### src/rtl/cipher_pkg.sv
// Shared definitions for the cipher arbiter: core type codes, block width, owner tags.
// Latency: n/a (types and constants only).
// Backpressure: n/a.
package cipher_pkg;

  localparam int DATA_W        = 128;
  localparam int TAG_DEPTH_DEF = 16;

  // Type codes on the stream towards the cipher core.
  typedef enum logic [1:0] {
    CORE_ENC = 2'b00,
    CORE_DEC = 2'b01,
    CORE_KEY = 2'b10,
    CORE_IV  = 2'b11
  } core_type_e;

  // Type codes on the result stream (core_tout / x_tout).
  localparam logic OUT_ENC = 1'b0;
  localparam logic OUT_DEC = 1'b1;

  // Owner tag stored per in-flight block.
  localparam logic OWNER_A = 1'b0;
  localparam logic OWNER_B = 1'b1;

  typedef logic [DATA_W-1:0] block_t;

  // One beat on the core request stream.
  typedef struct packed {
    logic       vld;
    core_type_e typ;
    block_t     dat;
  } core_req_t;

  // Requester type bit (0=encrypt, 1=decrypt) to core type code.
  function automatic core_type_e req_type(input logic tin);
    return tin ? CORE_DEC : CORE_ENC;
  endfunction

endpackage

### src/rtl/cipher_arbiter_tag_fifo.sv
// Owner-tag FIFO: 1-bit wide, DEPTH deep, records which requester owns each in-flight block.
// Latency: push visible on dout/count the cycle after; dout is the head entry, read combinationally.
// Backpressure: push ignored when full, pop ignored when empty; push+pop together keep count.
// Ports: clk/rst (async active-high), push/din, pop/dout, full, empty, count.
module tag_fifo #(
  parameter int DEPTH = 16
) (
  input  logic                     clk,
  input  logic                     rst,
  input  logic                     push,
  input  logic                     din,
  input  logic                     pop,
  output logic                     dout,
  output logic                     full,
  output logic                     empty,
  output logic [$clog2(DEPTH):0]   count
);

  localparam int AW = $clog2(DEPTH);

  logic [DEPTH-1:0] mem;
  logic [AW-1:0]    wr_ptr;
  logic [AW-1:0]    rd_ptr;
  logic             do_push;
  logic             do_pop;

  assign full    = (count == (AW+1)'(DEPTH));
  assign empty   = (count == '0);
  assign do_push = push & ~full;
  assign do_pop  = pop & ~empty;
  assign dout    = mem[rd_ptr];

  // Pointers wrap naturally because DEPTH is a power of two.
  always_ff @(posedge clk or posedge rst) begin
    if (rst) begin
      wr_ptr <= '0;
      rd_ptr <= '0;
      count  <= '0;
    end else begin
      if (do_push) wr_ptr <= wr_ptr + AW'(1);
      if (do_pop)  rd_ptr <= rd_ptr + AW'(1);
      case ({do_push, do_pop})
        2'b10:   count <= count + (AW+1)'(1);
        2'b01:   count <= count - (AW+1)'(1);
        default: count <= count;
      endcase
    end
  end

  // Storage needs no reset: only entries between the pointers are ever read.
  always_ff @(posedge clk) begin
    if (do_push) mem[wr_ptr] <= din;
  end

endmodule

### src/rtl/cipher_arbiter.sv
// Arbitrates requesters A/B and IV loads onto one cipher core and routes results back by owner tag.
// Latency: grant -> core_vin 1 cycle; core_vout -> a/b_vout 1 cycle.
// Backpressure: combinational rdy per source; no result backpressure; IV load drains in-flight blocks first.
// Ports: clk, rst; crypto_ready; a_*/b_* requester in/out streams; cfg_* IV load;
//        core_vin/tin/din to core; core_vout/tout/dout from core; err sticky orphan-result flag.
module cipher_arbiter
  import cipher_pkg::*;
#(
  parameter int TAG_DEPTH = TAG_DEPTH_DEF
) (
  input  logic              clk,
  input  logic              rst,
  input  logic              crypto_ready,
  input  logic              a_vin,
  input  logic              a_tin,
  input  logic [DATA_W-1:0] a_din,
  output logic              a_rdy,
  input  logic              b_vin,
  input  logic              b_tin,
  input  logic [DATA_W-1:0] b_din,
  output logic              b_rdy,
  input  logic              cfg_vin,
  input  logic [DATA_W-1:0] cfg_din,
  output logic              cfg_rdy,
  output logic              core_vin,
  output logic [1:0]        core_tin,
  output logic [DATA_W-1:0] core_din,
  input  logic              core_vout,
  input  logic              core_tout,
  input  logic [DATA_W-1:0] core_dout,
  output logic              a_vout,
  output logic              a_tout,
  output logic [DATA_W-1:0] a_dout,
  output logic              b_vout,
  output logic              b_tout,
  output logic [DATA_W-1:0] b_dout,
  output logic              err
);

  localparam int CW = $clog2(TAG_DEPTH) + 1;

  logic          tag_full;
  logic          tag_empty;
  logic          tag_owner;
  logic [CW-1:0] tag_count;
  logic          tag_push;
  logic          tag_pop;
  logic          orphan;

  logic          prefer_b;   // round-robin: 1 means B wins the next A/B tie
  logic          open_ab;
  logic          grant_a;
  logic          grant_b;
  logic          grant_cfg;
  core_req_t     issue;

  // rst gates the combinational readies so every output is 0 during reset.
  // A pending IV load closes the A/B path so the core can drain.
  always_comb begin
    open_ab   = crypto_ready & ~rst & ~cfg_vin & ~tag_full;
    grant_a   = open_ab & a_vin & (~b_vin | ~prefer_b);
    grant_b   = open_ab & b_vin & (~a_vin |  prefer_b);
    // core_vin low covers the IV beat itself still sitting in the issue register.
    grant_cfg = crypto_ready & ~rst & cfg_vin & (tag_count == '0) & ~core_vin;
  end

  assign a_rdy   = grant_a;
  assign b_rdy   = grant_b;
  assign cfg_rdy = grant_cfg;

  assign tag_push = grant_a | grant_b;
  assign tag_pop  = core_vout & ~tag_empty;
  assign orphan   = core_vout &  tag_empty;

  tag_fifo #(
    .DEPTH (TAG_DEPTH)
  ) u_tag_fifo (
    .clk   (clk),
    .rst   (rst),
    .push  (tag_push),
    .din   (grant_b),
    .pop   (tag_pop),
    .dout  (tag_owner),
    .full  (tag_full),
    .empty (tag_empty),
    .count (tag_count)
  );

  // Issue register towards the core; an idle beat is all zeros.
  always_ff @(posedge clk or posedge rst) begin
    if (rst) begin
      issue    <= '0;
      prefer_b <= 1'b0;
    end else begin
      issue <= '0;
      if (grant_cfg) begin
        issue <= '{vld: 1'b1, typ: CORE_IV, dat: cfg_din};
      end else if (grant_a) begin
        issue    <= '{vld: 1'b1, typ: req_type(a_tin), dat: a_din};
        prefer_b <= 1'b1;
      end else if (grant_b) begin
        issue    <= '{vld: 1'b1, typ: req_type(b_tin), dat: b_din};
        prefer_b <= 1'b0;
      end
    end
  end

  assign core_vin = issue.vld;
  assign core_tin = issue.typ;
  assign core_din = issue.dat;

  // Result demux: only the owner's outputs carry data, everything else stays 0.
  always_ff @(posedge clk or posedge rst) begin
    if (rst) begin
      a_vout <= 1'b0;
      a_tout <= 1'b0;
      a_dout <= '0;
      b_vout <= 1'b0;
      b_tout <= 1'b0;
      b_dout <= '0;
      err    <= 1'b0;
    end else begin
      a_vout <= 1'b0;
      a_tout <= 1'b0;
      a_dout <= '0;
      b_vout <= 1'b0;
      b_tout <= 1'b0;
      b_dout <= '0;
      if (tag_pop && tag_owner == OWNER_A) begin
        a_vout <= 1'b1;
        a_tout <= core_tout;
        a_dout <= core_dout;
      end
      if (tag_pop && tag_owner == OWNER_B) begin
        b_vout <= 1'b1;
        b_tout <= core_tout;
        b_dout <= core_dout;
      end
      if (orphan) err <= 1'b1;
    end
  end

endmodule
### config.mk
export PLATFORM = sky130hd
export DESIGN_NAME = cipher_arbiter
export DESIGN_NICKNAME = d
export VERILOG_FILES = /design/src/rtl/cipher_pkg.sv /design/src/rtl/cipher_arbiter_tag_fifo.sv /design/src/rtl/cipher_arbiter.sv
export SDC_FILE = /design/constraint.sdc
export NUM_CORES = 1
export LEC_CHECK = 0
export ABC_AREA = 1
export BUFFER_PORTS_ARGS = -buffer_cell sky130_fd_sc_hd__buf_4
export CORE_AREA = 4 4 350 352
export CTS_BUF_LIST = sky130_fd_sc_hd__clkbuf_4
export DETAILED_ROUTE_END_ITERATION = 10
export DIE_AREA = 0 0 354 356
export GPL_TIMING_DRIVEN = 0
export PLACE_DENSITY_LB_ADDON = 0.15
export SYNTH_ARGS = -nofsm -noshare
export SYNTH_HDL_FRONTEND = slang
export SYNTH_SLANG_ARGS = --single-unit
### constraint.sdc
create_clock -name clk -period 6.64 [get_ports clk]
set_input_delay 0.332 -clock clk [delete_from_list [all_inputs] [get_ports clk]]
set_output_delay 0.332 -clock clk [all_outputs]
set_load 0.005 [all_outputs]
---- Yosys cells after proc, flatten, opt, wreduce, memory -nomap -nowiden ----
Index checks and enable logic that the tools add are counted.
operators by class
  $add $sub $neg .......................... 4
  $lt $le $gt $ge ......................... 3
  eq/ne operators ......................... 3
  multiplexer cells ....................... 19
  bitwise gates (word level) .............. 27
  reductions and logical operators ........ 7
operators by type and width
  operator                                                                             number
  131-bit two-way mux                                                                  3
  128-bit two-way mux                                                                  2
  16-bit bitwise mux                                                                   1
  1-bit AND                                                                            14
  4-bit by 5-bit < comparator with 1-bit output, second input constant                 2
  1-bit two-way mux                                                                    10
  1-bit inverter                                                                       10
  5-bit case mux with 2 select lines                                                   1
  4-bit by 1-bit adder with 4-bit output, second input constant                        2
  5-bit by 1-bit adder with 5-bit output, second input constant                        1
  5-bit equality test, second input constant                                           1
  5-bit zero test                                                                      1
  5-bit by 1-bit subtractor with 5-bit output, second input constant                   1
  1-bit binary-select mux with 4-bit select                                            1
  1-bit demux with 4-bit select                                                        1
  4-bit by 1-bit greater-or-equal comparator with 1-bit output, second input constant  1
  2-bit nonzero test                                                                   2
  1-bit logical AND                                                                    3
  1-bit bitwise OR                                                                     3
  2-bit by 1-bit equality test with 1-bit output, second input constant                1
  2-bit equality test, second input constant                                           1
  2-bit AND reduction                                                                  1
word-level totals
  flip-flop bits (word level) ............. 422
  bits of input ports ..................... 522
  output and inout bits ................... 395
  word-level logic and storage cells ...... 78

---- Logic depth before layout (Yosys ltp) ----
Gate-level depths: netlist (run 1).
  word-level depth ........................ 10
  gate-level depth with buffers ........... 18
  depth with buffers taken out ............ 17

---- Modules after synthesis ----
A second synthesis (run 1) with hierarchy kept.
unflattened totals
  cells, all modules ...................... 1,904
  area, all modules ....................... 17,327.9 um2
modules (own cells, without submodules)
  module          times used  cells an instance  area each (um2)
  cipher_arbiter  1           1,714              15,702.6
  tag_fifo        1           190                1,625.3

---- Worst setup path after synthesis (run 1) ----
OpenSTA, ideal clock, no wires.
  path kind ............................... input-to-reg
  start ................................... in rst
  end ..................................... reg u_tag_fifo.count[4]
  setup time .............................. 0.126 ns
  arrival time ............................ 7.038 ns
  path slack .............................. -0.524 ns
  stages on the path ...................... 18
  buffers on the path ..................... 1
  cells stage by stage .................... inv_2 > nand2_1 > nor2_1 > o21ai_2 > a21oi_1 > buf_2 > inv_1 > ha_1 > xor2_1 > ha_1 > inv_1 > nand2_1 > nand3_1 > nand2_1 > nand2_1 > nand2_1 > nand2_1 > o21ai_0
on the way
  cells in the longest elaborated chain, start to end .. 10
  elaborated cells between the ends (all ways) .. 14
ends and longest elaborated chain
  element                                                                                       RTL line                                    RTL
  start, declared                                                                               cipher_arbiter.sv:12                        input logic rst,
  1-bit inverter (*)                                                                            cipher_arbiter.sv:60                        open_ab = crypto_ready & ~rst & ~cfg_vin & ~tag_full;
  1-bit AND (*) (3 in series)                                                                   cipher_arbiter.sv:60
  1-bit AND (on tied branches) (2 in series)                                                    cipher_arbiter.sv:61, cipher_arbiter.sv:62
  1-bit bitwise OR (*)                                                                          cipher_arbiter.sv:71                        assign tag_push = grant_a | grant_b;
  1-bit AND (*)                                                                                 cipher_arbiter_tag_fifo.sv:29               assign do_push = push & ~full;
  2-bit by 1-bit equality test with 1-bit output / 2-bit equality test (equally long branches)  cipher_arbiter_tag_fifo.sv:42               case ({do_push, do_pop})
  5-bit case mux with 2 select lines / 2-bit nonzero test (equally long branches)               n/a
  end signal, assigned                                                                          cipher_arbiter_tag_fifo.sv:43               2'b10: count <= count + (AW+1)'(1);
  end signal, assigned                                                                          cipher_arbiter_tag_fifo.sv:44               2'b01: count <= count - (AW+1)'(1);
  end signal, assigned                                                                          cipher_arbiter_tag_fifo.sv:45               default: count <= count;
  end, declared                                                                                 cipher_arbiter_tag_fifo.sv:16               output logic [$clog2(DEPTH):0] count
Every way passes the cells marked *; elsewhere a longest branch is shown, timed or not.
A chain may end at the register's enable or synchronous reset.

---- Worst setup path in the final report (run 1) ----
  start ................................... in rst
  end ..................................... out b_rdy
on the way
  cells in the longest elaborated chain, start to end .. 6
ends and longest elaborated chain
  element                  RTL line              RTL
  1-bit inverter           cipher_arbiter.sv:60
  1-bit AND (3 in series)  cipher_arbiter.sv:60
  1-bit AND (2 in series)  cipher_arbiter.sv:62  grant_b = open_ab & b_vin & (~a_vin | prefer_b);
  end, declared            cipher_arbiter.sv:21  output logic b_rdy,
No other way between the ends.

==> results of run 1 <==
-- critical path: stages --
cell	delay [ps]
dlygate4sd3_1	550
buf_4	140
dlygate4sd3_1	690
inv_16	360
buf_16	530
nand2_1	160
nor2_1	170
o21ai_2	110
nor2_2	430
buf_1	920
buf_4	260
-- power groups by stage --
stage | clock network, W | logic, W | registers (W)
after floorplan | 0 | 0.00125 | 0.00345
after global placement | 0 | 0.00305 | 0.00340
after detailed placement | 0 | 0.00305 | 0.00340
after CTS | 0.00287 | 0.00340 | 0.00335
after global routing | 0.00299 | 0.00359 | 0.00341
final | 0.00269 | 0.00329 | 0.00335
-- metal layers --
| metal | global-route usage [%] | up-vias |
|---|---|---|
| met5 | 0 | - |
| met3 | 5.881 | 205 |
| met2 | 23.56 | 803 |
| met4 | 6.736 | 12 |
| li1 | - | 8386 |
| met1 | 16.06 | 8356 |
-- placed cells by master (no fill, tap or decap), drive strengths merged, types with 3 or more instances in the layout --
cell and n:
dfrtp 406, clkinvlp 3, diode 13, nand3 150
nor2 280, xor2 9, dlygate4sd3 724, buf 985
clkinv 18, inv 173, edfxtp 16, o21ai 8
ha 9, nand2 440, clkbuf 201
-- kinds of logic after synthesis --
kind of cell    count (synthesis)
simple gates                  871
fa+ha+maj                       9
compound gates                 15
flops                         422
xor+xnor                       10
buf+inv                       239
-- repair_timing --
| item | CTS | global route |
|---|---|---|
| hold buffers | 724 | 0 |
| endpoints found under the setup margin | 0 | 0 |
| hold endpoints to repair | 744 | 0 |
-- registers in the layout, summed over array words and instances (netlist names) --
| register | flops |
|---|---|
| a_dout | 128 |
| b_tout | 1 |
| u_tag_fifo.rd_ptr | 4 |
| core_tin | 2 |
| a_vout | 1 |
| u_tag_fifo.count | 5 |
| u_tag_fifo.mem | 16 |
| prefer_b | 1 |
| b_dout | 128 |
| core_din | 128 |
| err | 1 |
| u_tag_fifo.wr_ptr | 4 |
| a_tout | 1 |
| core_vin | 1 |
| b_vout | 1 |
-- through the flow --
stage	utilization, %	instance area [um2]
after floorplan	-	16380
after global placement	21.18	25270
after detailed placement	21.23	25340
after CTS	28.71	34260
after global routing	28.72	34270
final	28.73	34290
-- final timing paths --
kind | depth (start not counted) | start | end | slack, ps
max in group asynchronous | 5 | rst | a_dout[3] | 4540
min in group asynchronous | 4 | rst | a_dout[51] | 680
max reg2reg | 10 | u_tag_fifo.count[0] | core_din[113] | 3180
max | 11 | rst | b_rdy | 1320
min reg2reg | 1 | err | err | 460
min | 4 | a_din[90] | core_din[90] | 210
-- layout make-up --
| cell class | instances | area [um2] | area share, % |
|---|---|---|---|
| plain buffers | 72 | 624.3 | 1.821 |
| multi-input cells | 905 | 4477 | 13.06 |
| diodes | 13 | 32.53 | 0.09487 |
| well taps | 1612 | 2017 | 5.882 |
| repair buffers | 1642 | 14180 | 41.35 |
| clock inverters | 29 | 197.7 | 0.5765 |
| flip-flops and latches | 422 | 10640 | 31.03 |
| inverters | 167 | 650.6 | 1.897 |
| clock buffers | 196 | 1471 | 4.291 |
==> metrics.csv, run 1 <==
stage,metric,value,unit
outcome,status,"complete, no violations",
clock_network,cts.sinks,422,
routing,routed.top_layer,met5,
yosys,synth_edf_count,16,
sta,fmax,187.8,MHz
sta,max_slew.worst_pin.slew,1166,ps
global_route,grt_pass1_wl,130.7,mm
setup_path,crit_type,primary input to output port,
sta,fin_ws,1316,ps
clock_network,cts_tree,built,
routing,wl_met1,35.57,mm
yosys,yosysMostFrequentCell,nand2_1,
sta,drv_slew,0,
yosys,synth_top_family_by_area,simple AND/OR/NAND/NOR gates,
routing,vias_per_cell,3.512,
power_and_ir_drop,combPwrFrac,35.3,%
global_route,grt_overflow,0,
yosys,netlist_top_cells_count,"nand2_1, dfrtp_1, nor2_1",
setup_path,crit_path_max_fanout,150,
yosys,synth_area_leaders,"dfrtp_1, nand2_1, nor2_4",
yosys,synth_xor_area_share,0.5348,%
yosys,synthSimpleGateAreaFrac,25.57,%
min_path,hold_class,primary input to flip-flop,
global_route,grt_pass1_vias,19453,
sta,fin_crit,5324,ps
power_and_ir_drop,p_sw,0.003121,W
sta,rsz0062_at_grt,false,
routing,route.detailed.wl_per_inst,18.39,um
final_layout,syn_to_final_growth,109.4,%
clock_network,clkTransAtPathRegs,40,ps
routing,drt.antenna.violating_nets,0,
setup_path,worstPathArrival,4990,ps
yosys,ys_seq_area_share,64.98,%
clock_network,htreeDepth,4,
yosys,synth-adder-area-share,0.6877,%
clock_network,cts_buffers,139,
job,drv_cap,0,
clock_network,postCtsSetupBuffers,0,
floorplanning,dieWidth,354,um
sta,hold_violations,0,
yosys,synth_compound_area_share,0.5501,%
yosys,ys_ff_latch,422,
power_and_ir_drop,p_per_area,272.4,mW/mm2
sta,slew_headroom,22.30,%
placement,io_buffers,916,
yosys,async_flop_share,96.21,%
placement,detailed_place_hpwl,72.13,mm
routing,wl_met2,43.88,mm
floorplanning,die_area,0.1260,mm2
yosys,synthCells,1566,
global_route,track_usage,14.28,%
global_route,grt_max_degree,161,
final_layout,instances_no_fill,5058,
clock_network,cts_max_path_buffers,3,
yosys,syn_area_per_cell,10.46,um2
power_and_ir_drop,clockPowerShare,28.9,%
placement,gp_congestion,0.8471,
sta,fin_skew,79.13,ps
sta,period_share,80.18,%
setup_path,required,6310,ps
final_layout,drive_gt1_share,38.01,%
yosys,yosys.cell_types.count,31,
final_layout,fill_cells,12767,
yosys,yosysTopAreaCellShare,62.04,%
yosys,ys.warnings.count,0,
power_and_ir_drop,internal_power,0.006219,W
sta,holdWs,205.9,ps
clock_network,post_cts_resized,0,
clock_network,clkLatencyLatePin,960,ps
power_and_ir_drop,power,0.009339,W
power_and_ir_drop,seq_power_share,35.9,%
floorplanning,core_region_area,0.1193,mm2
power_and_ir_drop,netSwitchingFraction,33.41,%
sta,fin_setup_tns,0,ps
yosys,post-synth-top-area-cell,dfrtp_1,
routing,drt_iter0_markers,639,
power_and_ir_drop,p_leak,18.04,nW
floorplanning,rows,127,
sta,setup_viol,0,
floorplanning,start_util,13.72,%
setup_path,startpoint_type,primary input,
yosys,syn_area,0.01638,mm2
yosys,synthMuxAreaShare,0,%
placement,dp_cells,4096,
global_route,antenna_found_initial,26,
floorplanning,num_io_pins,917,
power_and_ir_drop,irDropWorstVdd,0.1180,mV
routing,firstDrtPassIters,5,
yosys,ys.flop_type,dfrtp_1,
routing,num_vias,17762,
routing,wl_met3,9.342,mm
routing,drc_errors,0,
final_layout,nNetsFinal,3880,
floorplanning,die-height,356,um
yosys,synth.net_count,2097,
clock_network,cts_root_buffer,clkbuf_4,
setup_path,cp-end-kind,output port,
routing,routed_wl,93.03,mm
placement,pre_cts_slack,2388,ps
(Power assumes the default switching activity.)
==> inputs of run 2 (changes only) <==
clock period = 4.9 ns   (was 6.64 ns; I/O delays follow)
==> run 2 against run 1 <==
Area after synthesis did not move. Synthesized cell count did not move. The flow now stops in clock tree synthesis.
==> metrics.csv, run 2 <==
stage,metric,value,unit
yosys,synth_area_leaders,"dfrtp_1, nand2_1, nor2_4",
outcome,tool.error,[ERROR RSZ-0060] Max buffer count reached.,
placement,dpl_cell_area,0.02534,mm2
placement,dp_cells,4096,
yosys,yosysTopAreaCellShare,62.04,%
clock_network,cts_root_buffer,clkbuf_4,
floorplanning,die-height,356,um
outcome,status,aborted with a tool error,
clock_network,cts.sinks,422,
clock_network,cts_buffers,135,
yosys,syn_area,0.01638,mm2
yosys,ys_seq_area_share,64.98,%
clock_network,htreeDepth,4,
placement,gp_congestion,0.8669,
floorplanning,rows,127,
yosys,yosys.cell_types.count,31,
yosys,synthCells,1566,
yosys,ys_ff_latch,422,
yosys,syn_area_per_cell,10.46,um2
yosys,post-synth-top-area-cell,dfrtp_1,
clock_network,post_cts_resized,0,
yosys,async_flop_share,96.21,%
yosys,yosysMostFrequentCell,nand2_1,
floorplanning,dieWidth,354,um
floorplanning,num_io_pins,917,
clock_network,ctsHoldBuffers,869,
clock_network,cts_max_path_buffers,3,
yosys,netlist_top_cells_count,"nand2_1, dfrtp_1, nor2_1",
placement,io_buffers,916,
yosys,ys.flop_type,dfrtp_1,
placement,detailed_place_hpwl,78.05,mm
yosys,synth_edf_count,16,
outcome,lastStage,clock tree synthesis,
clock_network,postCtsSetupBuffers,0,
floorplanning,start_util,13.72,%
yosys,synth.net_count,2097,
yosys,ys.warnings.count,0,
-- run 2: cell counts after synthesis --
Identical to the previous run, type by type.
-- run 2: logic make-up after synthesis --
logic type	count (synthesis)	synth area share [%]
AND/OR/NAND/NOR	871	25.57
flip-flops	422	64.98
buffers and inverters	239	7.686
AO/OA/AOI/OAI	15	0.5502
XOR/XNOR	10	0.5349
adder cells (fa/ha/maj)	9	0.6877
-- run 2: through the flow --
step / hold WS (ps) / setup slack, ps
after floorplan: 364.9 / 587.2
after global placement: 442.1 / -1378
after detailed placement: 356.3 / 923.4
==> inputs of run 3 (changes only) <==
CORE_AREA = 4 4 360 362   (was 4 4 350 352)
CTS_BUF_LIST = unset   (was sky130_fd_sc_hd__clkbuf_4)
DIE_AREA = 0 0 364 366   (was 0 0 354 356)
==> run 3 against run 2 <==
The flow now finishes without violations.
==> metrics.csv, run 3 (synthesized netlist as in run 1, its figures left out) <==
stage,metric,value,unit
outcome,status,"complete, no violations",
min_path,hold_class,primary input to async pin,
setup_path,cp-endpoint,b_rdy,
sta,fin_crit,3777,ps
placement,gp_congestion,0.8737,
final_layout,multi_input_area,0.004477,mm2
setup_path,crit_type,primary input to output port,
floorplanning,rows,131,
setup_path,worstPathArrival,3530,ps
floorplanning,core_region_area,0.1267,mm2
routing,firstDrtPassIters,6,
final_layout,nNetsFinal,3469,
sta,max_slew.worst_pin.slew,1228,ps
clock_network,htreeDepth,2,
global_route,grt_max_degree,152,
routing,routed_wl,95.30,mm
routing,drc_errors,0,
setup_path,worstReg2RegEnd,core_din[105],
final_layout,syn_to_final_growth,91.79,%
global_route,track_usage,13.95,%
routing,vias_per_cell,3.394,
routing,routed.top_layer,met5,
power_and_ir_drop,p_per_area,422.5,mW/mm2
clock_network,post_cts_resized,0,
routing,num_vias,15818,
clock_network,cts_buffers,58,
setup_path,required,4660,ps
routing,drt_iter0_markers,801,
routing,wl_met3,9.754,mm
clock_network,cts_root_buffer,clkbuf_16,
routing,wl_met2,45.52,mm
setup_path,critPathLaunch,rst,
sta,fmax,264.7,MHz
power_and_ir_drop,irDropWorstVdd,0.2388,mV
routing,wl_met1,36.47,mm
sta,hold_violations,0,
routing,route.detailed.wl_per_inst,20.45,um
floorplanning,die_area,0.1332,mm2
final_layout,regArea,0.01064,mm2
final_layout,layout_common_cells,"buf_4, nand2_1, dfrtp_1",
sta,slew_headroom,18.16,%
setup_path,cp-end-kind,output port,
final_layout,fill_cells,13893,
clock_network,clkLatencyLatePin,640,ps
global_route,grt_pass1_vias,17348,
power_and_ir_drop,p_leak,16.45,nW
placement,io_buffers,916,
final_layout,drive_gt1_share,40.05,%
floorplanning,dieWidth,364,um
job,drv_cap,0,
floorplanning,num_io_pins,917,
sta,drv_slew,0,
sta,holdWs,114.1,ps
clock_network,cts.sinks,422,
sta,setup_viol,0,
power_and_ir_drop,power,0.01327,W
setup_path,crit_path_max_fanout,124,
global_route,grt_overflow,0,
sta,period_share,77.09,%
setup_path,rr_worst_depth,9,
global_route,antenna_found_initial,25,
setup_path,ff2ff_setup_slack,1850,ps
floorplanning,die-height,366,um
global_route,grt_pass1_wl,131.7,mm
final_layout,fin_util,24.79,%
setup_path,rr_startpoint,u_tag_fifo.count[2],
sta,fin_skew,24.88,ps
clock_network,cts_max_path_buffers,3,
sta,rsz0062_at_grt,false,
placement,detailed_place_hpwl,77.64,mm
floorplanning,start_util,12.92,%
setup_path,startpoint_type,primary input,
final_layout,final_common_cell,buf_4,
clock_network,cts_tree,built,
routing,drt.antenna.violating_nets,0,
clock_network,clkTransAtPathRegs,50,ps
run 3: final cells by class:
class,instances,share of cell area (%)
Antenna cell,17,0.1355
Buffer,72,1.988
Clock buffer,74,5.167
Clock inverter,29,1.199
Inverter,167,2.072
Multi-Input combinational cell,905,14.25
Sequential cell,422,33.88
Tap cell,1662,6.621
Timing Repair Buffer,1312,34.68
run 3: worst min-delay path by stage:
stage                  start       endpoint  slack, ps
floorplan           b_din[0]    core_din[0]        360
global placement         err            err        450
detailed placement       rst  core_din[121]        200
CTS                      rst     b_dout[15]         20
global route             rst     b_dout[15]         60
finish                   rst      b_dout[9]        110
run 3: report_power, final:
| group | total, W | switching [W] | internal, W |
|---|---|---|---|
| clock | 0.00446 | 0.00176 | 0.00270 |
| sequential | 0.00455 | 0.000277 | 0.00427 |
| combinational | 0.00426 | 0.00221 | 0.00205 |
run 3: per-stage QoR:
stage	cells	setup slack (ps)	setup TNS [ps]	instance area [um2]
after detailed placement	4147	1368	0	25430
after floorplan	1566	587.2	0	16380
after CTS	4643	878.8	0	31360
after global placement	4144	-1234	-138400	25340
final	4660	1123	0	31410
after global routing	4651	685.9	0	31380
run 3: worst max-delay path, cell delays in order:
cell           delay, ps
dlygate4sd3_1        540
buf_4                170
inv_16               120
buf_16               390
nand2_1              160
nor2_1               160
o21ai_2              110
nor2_2               350
buf_1                950
buf_4                260
run 3: what timing repair did:
item,in CTS,in global routing
hold buffers,393,0
setup buffers,0,0
hold endpoints to repair,612,0
run 3: metal layers:
layer / vias to the layer above / GRT usage, %
li1: 7504 / -
met1: 7517 / 15.65
met2: 643 / 23.37
met3: 136 / 6.099
met4: 18 / 5.066
met5: - / 0
